### src/rtl/cluster_count_monitor.sv
// -----------------------------------------------------------------------------
// cluster_count_monitor
//
// Consumes the registered cluster count and overflow flag of the 768-strip
// cluster counter at clock4x (four samples per bunch crossing). It reduces the
// samples to one result per BX: the maximum count and the OR of the overflow
// flags. It also keeps saturating window counters and hands a snapshot of them
// to slow control through a request / valid / ack handshake.
//
// Ports
//   clock4x       in   4x BX clock, the only clock
//   reset_n       in   asynchronous active-low reset
//   cnt_i         in   cluster count sample, one per clock4x
//   overflow_i    in   overflow flag aligned with cnt_i
//   bx_strobe_i   in   marks this cycle's sample as phase 0 of a new BX
//   bx_max_o      out  maximum cnt_i over the last closed BX
//   bx_ovf_o      out  OR of overflow_i over the last closed BX
//   bx_valid_o    out  one-cycle pulse, bx_max_o/bx_ovf_o updated this cycle
//   snap_req_i    in   pulse requesting a window snapshot
//   snap_ack_i    in   consumer has taken the snapshot
//   snap_valid_o  out  snapshot outputs are stable and valid
//   snap_nbx_o    out  number of BXs closed in the window
//   snap_novf_o   out  number of BXs with bx_ovf set
//   snap_sum_o    out  sum of bx_max over the window
//   phase_err_o   out  sticky: a strobe arrived while phase_q != 0
// -----------------------------------------------------------------------------
module cluster_count_monitor #(
    parameter int CNT_WIDTH = 11,
    parameter int ACC_WIDTH = 32
) (
    input  logic                 clock4x,
    input  logic                 reset_n,
    input  logic [CNT_WIDTH-1:0] cnt_i,
    input  logic                 overflow_i,
    input  logic                 bx_strobe_i,
    output logic [CNT_WIDTH-1:0] bx_max_o,
    output logic                 bx_ovf_o,
    output logic                 bx_valid_o,
    input  logic                 snap_req_i,
    input  logic                 snap_ack_i,
    output logic                 snap_valid_o,
    output logic [ACC_WIDTH-1:0] snap_nbx_o,
    output logic [ACC_WIDTH-1:0] snap_novf_o,
    output logic [ACC_WIDTH-1:0] snap_sum_o,
    output logic                 phase_err_o
);

    // Snapshot handshake states.
    localparam logic [1:0] ST_IDLE  = 2'd0;
    localparam logic [1:0] ST_ARMED = 2'd1;
    localparam logic [1:0] ST_HOLD  = 2'd2;

    // Adder width for saturation: one bit wider than the wider operand so the
    // carry out is never lost before the limit compare.
    localparam int SUM_W = ((ACC_WIDTH > CNT_WIDTH) ? ACC_WIDTH : CNT_WIDTH) + 1;
    localparam logic [ACC_WIDTH-1:0] ACC_MAX = '1;

    // Saturating add: the window counters pin at all-ones and never wrap.
    function automatic logic [ACC_WIDTH-1:0] sat_add(
        input logic [ACC_WIDTH-1:0] acc,
        input logic [SUM_W-1:0]     inc
    );
        logic [SUM_W-1:0] total;
        total = SUM_W'(acc) + inc;
        if (total > SUM_W'(ACC_MAX)) begin
            return ACC_MAX;
        end
        return total[ACC_WIDTH-1:0];
    endfunction

    // -------------------------------------------------------------------------
    // State
    // -------------------------------------------------------------------------
    logic [1:0]           phase_q,     phase_d;
    logic                 bx_open_q,   bx_open_d;
    logic [CNT_WIDTH-1:0] max_acc_q,   max_acc_d;
    logic                 ovf_acc_q,   ovf_acc_d;

    logic [CNT_WIDTH-1:0] bx_max_q,    bx_max_d;
    logic                 bx_ovf_q,    bx_ovf_d;
    logic                 bx_valid_q,  bx_valid_d;
    logic                 phase_err_q, phase_err_d;

    logic [ACC_WIDTH-1:0] nbx_q,       nbx_d;
    logic [ACC_WIDTH-1:0] novf_q,      novf_d;
    logic [ACC_WIDTH-1:0] sum_q,       sum_d;

    logic [1:0]           state_q,     state_d;
    logic [ACC_WIDTH-1:0] snap_nbx_q,  snap_nbx_d;
    logic [ACC_WIDTH-1:0] snap_novf_q, snap_novf_d;
    logic [ACC_WIDTH-1:0] snap_sum_q,  snap_sum_d;

    // -------------------------------------------------------------------------
    // Phase tracking and BX boundary detection
    // -------------------------------------------------------------------------
    logic [1:0] ph;         // effective phase of the sample in this cycle
    logic       ph_zero;
    logic       bx_close;   // the BX collected so far ends on this cycle
    logic       short_bx;   // strobe arrived before the BX had four samples
    logic       snap_latch; // snapshot captured on this cycle

    // A strobe forces this sample to phase 0; otherwise the phase free-runs.
    assign ph       = bx_strobe_i ? 2'd0 : phase_q;
    assign ph_zero  = (ph == 2'd0);
    // The very first phase 0 after reset has nothing collected to close.
    assign bx_close = ph_zero && bx_open_q;
    assign short_bx = bx_strobe_i && (phase_q != 2'd0);

    // Two-bit phase wraps 3 -> 0 on its own.
    assign phase_d   = ph + 2'd1;
    assign bx_open_d = 1'b1;

    // Per-BX reduction: phase 0 restarts the running max/OR with this sample.
    always_comb begin
        // NOTE: every signal assigned in an always_comb gets a default first so
        // no path leaves it unassigned and a latch is never inferred.
        max_acc_d = max_acc_q;
        ovf_acc_d = ovf_acc_q;
        if (ph_zero) begin
            max_acc_d = cnt_i;
            ovf_acc_d = overflow_i;
        end else begin
            if (cnt_i > max_acc_q) begin
                max_acc_d = cnt_i;
            end
            ovf_acc_d = ovf_acc_q | overflow_i;
        end
    end

    // Per-BX result registers: the accumulators still hold the closing BX on
    // the close cycle, so they are captured before being reloaded.
    always_comb begin
        bx_max_d   = bx_max_q;
        bx_ovf_d   = bx_ovf_q;
        bx_valid_d = bx_close;
        if (bx_close) begin
            bx_max_d = max_acc_q;
            bx_ovf_d = ovf_acc_q;
        end
    end

    // -------------------------------------------------------------------------
    // Window counters and snapshot handshake
    // -------------------------------------------------------------------------
    always_comb begin
        nbx_d       = nbx_q;
        novf_d      = novf_q;
        sum_d       = sum_q;
        state_d     = state_q;
        snap_nbx_d  = snap_nbx_q;
        snap_novf_d = snap_novf_q;
        snap_sum_d  = snap_sum_q;
        snap_latch  = 1'b0;

        // Counters run in every state, including while a snapshot is held.
        if (bx_close) begin
            nbx_d  = sat_add(nbx_q,  SUM_W'(1));
            novf_d = sat_add(novf_q, SUM_W'(ovf_acc_q));
            sum_d  = sat_add(sum_q,  SUM_W'(max_acc_q));
        end

        case (state_q)
            ST_IDLE: begin
                // A request on a close cycle only arms: the capture happens on
                // the following close, seen from ARMED.
                if (snap_req_i) begin
                    state_d = ST_ARMED;
                end
            end
            ST_ARMED: begin
                if (bx_close) begin
                    // The closing BX belongs to the old window: capture the
                    // updated counters, then start the new window from zero.
                    snap_nbx_d  = nbx_d;
                    snap_novf_d = novf_d;
                    snap_sum_d  = sum_d;
                    nbx_d       = '0;
                    novf_d      = '0;
                    sum_d       = '0;
                    snap_latch  = 1'b1;
                    state_d     = ST_HOLD;
                end
            end
            ST_HOLD: begin
                // Requests arriving here are dropped; they never queue.
                if (snap_ack_i) begin
                    state_d = ST_IDLE;
                end
            end
            default: begin
                state_d = ST_IDLE;
            end
        endcase
    end

    // Sticky phase error: cleared by a snapshot latch, but a short BX on the
    // same cycle still records the error so it is never lost.
    always_comb begin
        phase_err_d = phase_err_q;
        if (snap_latch) begin
            phase_err_d = 1'b0;
        end
        if (short_bx) begin
            phase_err_d = 1'b1;
        end
    end

    // -------------------------------------------------------------------------
    // Registers
    // -------------------------------------------------------------------------
    // NOTE: the data registers are reset too, not only the control state,
    // because every output, snapshot data included, must read zero in reset.
    always_ff @(posedge clock4x or negedge reset_n) begin
        if (!reset_n) begin
            phase_q     <= 2'd0;
            bx_open_q   <= 1'b0;
            max_acc_q   <= '0;
            ovf_acc_q   <= 1'b0;
            bx_max_q    <= '0;
            bx_ovf_q    <= 1'b0;
            bx_valid_q  <= 1'b0;
            phase_err_q <= 1'b0;
            nbx_q       <= '0;
            novf_q      <= '0;
            sum_q       <= '0;
            state_q     <= ST_IDLE;
            snap_nbx_q  <= '0;
            snap_novf_q <= '0;
            snap_sum_q  <= '0;
        end else begin
            // NOTE: non-blocking assignments here so every register samples
            // the pre-edge values, independent of statement order.
            phase_q     <= phase_d;
            bx_open_q   <= bx_open_d;
            max_acc_q   <= max_acc_d;
            ovf_acc_q   <= ovf_acc_d;
            bx_max_q    <= bx_max_d;
            bx_ovf_q    <= bx_ovf_d;
            bx_valid_q  <= bx_valid_d;
            phase_err_q <= phase_err_d;
            nbx_q       <= nbx_d;
            novf_q      <= novf_d;
            sum_q       <= sum_d;
            state_q     <= state_d;
            snap_nbx_q  <= snap_nbx_d;
            snap_novf_q <= snap_novf_d;
            snap_sum_q  <= snap_sum_d;
        end
    end

    // -------------------------------------------------------------------------
    // Outputs
    // -------------------------------------------------------------------------
    assign bx_max_o     = bx_max_q;
    assign bx_ovf_o     = bx_ovf_q;
    assign bx_valid_o   = bx_valid_q;
    assign phase_err_o  = phase_err_q;
    assign snap_valid_o = (state_q == ST_HOLD);
    assign snap_nbx_o   = snap_nbx_q;
    assign snap_novf_o  = snap_novf_q;
    assign snap_sum_o   = snap_sum_q;

endmodule
### config.mk
export PLATFORM = sky130hd
export DESIGN_NAME = cluster_count_monitor
export DESIGN_NICKNAME = d
export VERILOG_FILES = /design/src/rtl/cluster_count_monitor.sv
export SDC_FILE = /design/constraint.sdc
export NUM_CORES = 1
export LEC_CHECK = 0
export CAP_MARGIN = 20
export CORE_ASPECT_RATIO = 0.7
export CORE_MARGIN = 3
export CORE_UTILIZATION = 45
export CTS_CLUSTER_DIAMETER = 50
export DETAILED_ROUTE_END_ITERATION = 10
export GPL_TIMING_DRIVEN = 0
export HOLD_SLACK_MARGIN = 0.12
export PLACE_DENSITY = 0.66
export SYNTH_ARGS = -nofsm -noshare
export SYNTH_HDL_FRONTEND = slang
export SYNTH_SLANG_ARGS = --single-unit
### constraint.sdc
create_clock -name clock4x -period 5.6 [get_ports clock4x]
set_clock_uncertainty 0.05 [all_clocks]
set_input_delay 0.84 -clock clock4x [delete_from_list [all_inputs] [get_ports clock4x]]
set_output_delay 0.84 -clock clock4x [all_outputs]
set_load 0.005 [all_outputs]
==> reports/results.ini <==
[critical_path]
max_stage_delay_ps=880
r2r_cells=9
critical-path-top-delay-family=simple AND/OR/NAND/NOR gates
cp.depth=9
cp.arrival_ps=4550
critical_path_buf_inv_count=1
critPathCaptureType=flip-flop
crit_chain=ha_1 > buf_2 > nand4_1 > nor3_1 > nand3_1 > nor2_1 > nand2_1 > o31a_1 > o21ai_0
cpMaxStageDelayCell=nor2_1
r2r_start=nbx_q[0]$_DFF_PN0_
required_ps=6010
start_kind=flip-flop
cp-startpoint=nbx_q[0]$_DFF_PN0_
critPathKind=flip-flop to flip-flop
cp_max_fo=9

[route]
wirelength_microns=41800
route.detailed.drc=0
met2RoutedLength_microns=17400
wl_met1_microns=19400
drtAntennaViolNets=0
drtIter0Drc=1179
highest_layer=met4
wire_per_inst_microns=21.4
vias_per_cell=6.01
first_pass_iters=5
vias=11700
met3WireLength_microns=3670

[power]
intPower_mw=3.97
power_leakage_nw=6.06
clock_power_share_pct=28.4
p_sw_share_pct=34.6
finalPower_mw=6.07
vdd_drop_max_uv=333
p_comb_share_pct=35.0
p_sw_mw=2.10
seqPwrFrac_pct=36.6
power.density_nw_per_um2=408

[grt]
grt-ovfl-total=0
grt_pass1_wl_microns=65300
first_global_vias=11200
antenna_found_initial=0
grt_util_all_layers_pct=28.6
grt_max_degree=98

[clock_network]
clockBufferDepth=3
cts-root-buf=clkbuf_16
cts_max_level=1
cts.clk_slew.worst_paths_ps=60
cts_sinks=223
cts_buffers=25
cts_tree=done
worstSkewPairLatency_ps=540
ctsHoldBuffers=0
cts_setup_buffers=0
post_cts_resized=0

[logic_synthesis]
synth.distinct_cells=72
ys_warn_count=0
synth_edf_count=0
synthArstFlopShare_pct=100
synth_area_leader_cell=dfrtp_1
ys_ff_latch=223
synth_area_sq_um=12200
synth_common_cells=dfrtp_1 (223), nand2_1 (193), o21ai_0 (172)
synth-seq-area-share_pct=45.6
synth.area.top_cells=dfrtp_1 (46%), o21ai_0 (7.0%), nand2_1 (5.9%)
synth_top_cell_area_share_pct=45.6
synth.most_common_cell=dfrtp_1
syn-num-nets=1467
synth_ff_type=dfrtp_1
synth.avg_cell_area_sq_um=8.61
syn_inst=1422

[sta]
worstMarginPinSlew_ps=1040
slew_viol_final=0
fmax_mhz=242
grt_setup_unrepaired=false
min_period_over_period_pct=73.8
setup_viol=0
period_needed_ps=4140
finalHoldViolCount=0
final.setup.tns_ps=0
max_slew_margin_pct=30.3

[finish]
final_nets=1624
layout-drive-gt1-share_pct=5.76
area_growth_syn_to_layout_pct=21.5
antenna_cells=0
finish.instance_area_sq_um=14900
post-route-util_pct=56.7

[placement]
gp_congestion=0.994
io_buffers=127
dp_hpwl_microns=29900
postPlaceCellArea_sq_um=14000

[min_path]
hp-class=input port to async pin

[floorplanning]
io_pins=128
initial_core_util_pct=46.7
die_h_microns=144
num_rows=49
core_region_area_sq_um=26200
dieArea_sq_um=29300
die_x_microns=203

[job]
drv_cap=0

[run_status]
status=finished clean

-- registers in the layout (all words and copies together) (netlist names), 11 cells and up --
| register | flops |
|---|---|
| sum_q | 32 |
| snap_novf_o | 32 |
| bx_max_o | 11 |
| snap_nbx_o | 32 |
| novf_q | 32 |
| nbx_q | 32 |
| snap_sum_o | 32 |
| max_acc_q | 11 |
-- through the flow --
stage / setup slack [ps] / instances / hold WS (ps)
6_report: 1460 / 1955 / 129
5_1_grt: 1310 / 1955 / 148
4_1_cts: 1640 / 1954 / 138
3_5_place_dp: 1230 / 1908 / 406
3_3_place_gp: -6160 / 1906 / 398
2_1_floorplan: 2680 / 1422 / 382
-- cell type report --
type | instances | area (sq um)
Timing Repair Buffer | 130 | 1340
Tap cell | 357 | 447
Buffer | 85 | 358
Multi-Input combinational cell | 1059 | 6100
Clock buffer | 32 | 692
Sequential cell | 223 | 5580
Clock inverter | 14 | 159
Inverter | 55 | 206
Fill cell | 2447 | 11400
-- worst reg2reg max path, stage by stage (launching register included) --
cell and delay, ps:
dfrtp_1 490, ha_1 190, buf_2 210, nand4_1 340, nor3_1 710, nand3_1 340
nor2_1 880, nand2_1 530, o31a_1 230, o21ai_0 70
-- path summary, 6_finish.rpt --
check	end	slack (ps)
min in group clock4x	snap_novf_o[12]$_DFFE_PN0P_	410
worst min register to register	snap_novf_o[12]$_DFFE_PN0P_	410
max in group asynchronous	sum_q[18]$_DFF_PN0_	4100
worst max-delay path	nbx_q[25]$_DFF_PN0_	1460
worst max register to register	nbx_q[25]$_DFF_PN0_	1460
worst min-delay path	snap_novf_o[16]$_DFFE_PN0P_	130
-- cells in the final DEF, fill, tap and decap left out, types with 12 or more instances in the layout --
master / Yosys / routed
clkbuf_1: 63 / 66
nor3_1: 30 / 30
clkdlybuf4s50_1: 0 / 126
a31oi_1: 30 / 30
o21ai_0: 172 / 172
and3_1: 13 / 13
buf_2: 12 / 13
mux2_2: 12 / 12
a22o_1: 17 / 17
ha_1: 27 / 27
xnor2_1: 45 / 45
o31ai_1: 12 / 12
nand2_1: 193 / 193
nor2_1: 134 / 134
nand3_1: 48 / 48
a21oi_1: 103 / 103
inv_1: 55 / 55
a21o_1: 17 / 17
clkbuf_16: 0 / 25
xor2_1: 17 / 17
nand4_1: 29 / 29
nor4_1: 18 / 18
dfrtp_1: 223 / 223
-- metal layers --
metal	global-route usage, %	up-vias
li1	-	5391
met1	42.4	5740
met2	41.9	526
met3	6.41	83
met4	8.58	0
met5	0	-
-- power groups by stage --
stage,combinational [mW],clock (mW),sequential [mW]
6_report,2.12,1.72,2.22
5_1_grt,2.35,1.81,2.27
4_1_cts,2.11,1.75,2.22
3_5_place_dp,2.09,0,2.25
3_3_place_gp,2.06,0,2.24
2_1_floorplan,1.04,0,2.22
-- cell families after synthesis --
family | synth area share, %
compound gates | 20.5
xor+xnor | 4.43
fa+ha+maj | 2.92
buf+inv | 4.61
flops | 45.6
mux | 1.51
other cells | 0.0306
simple gates | 20.4
Power figures use the tool's default switching activity.
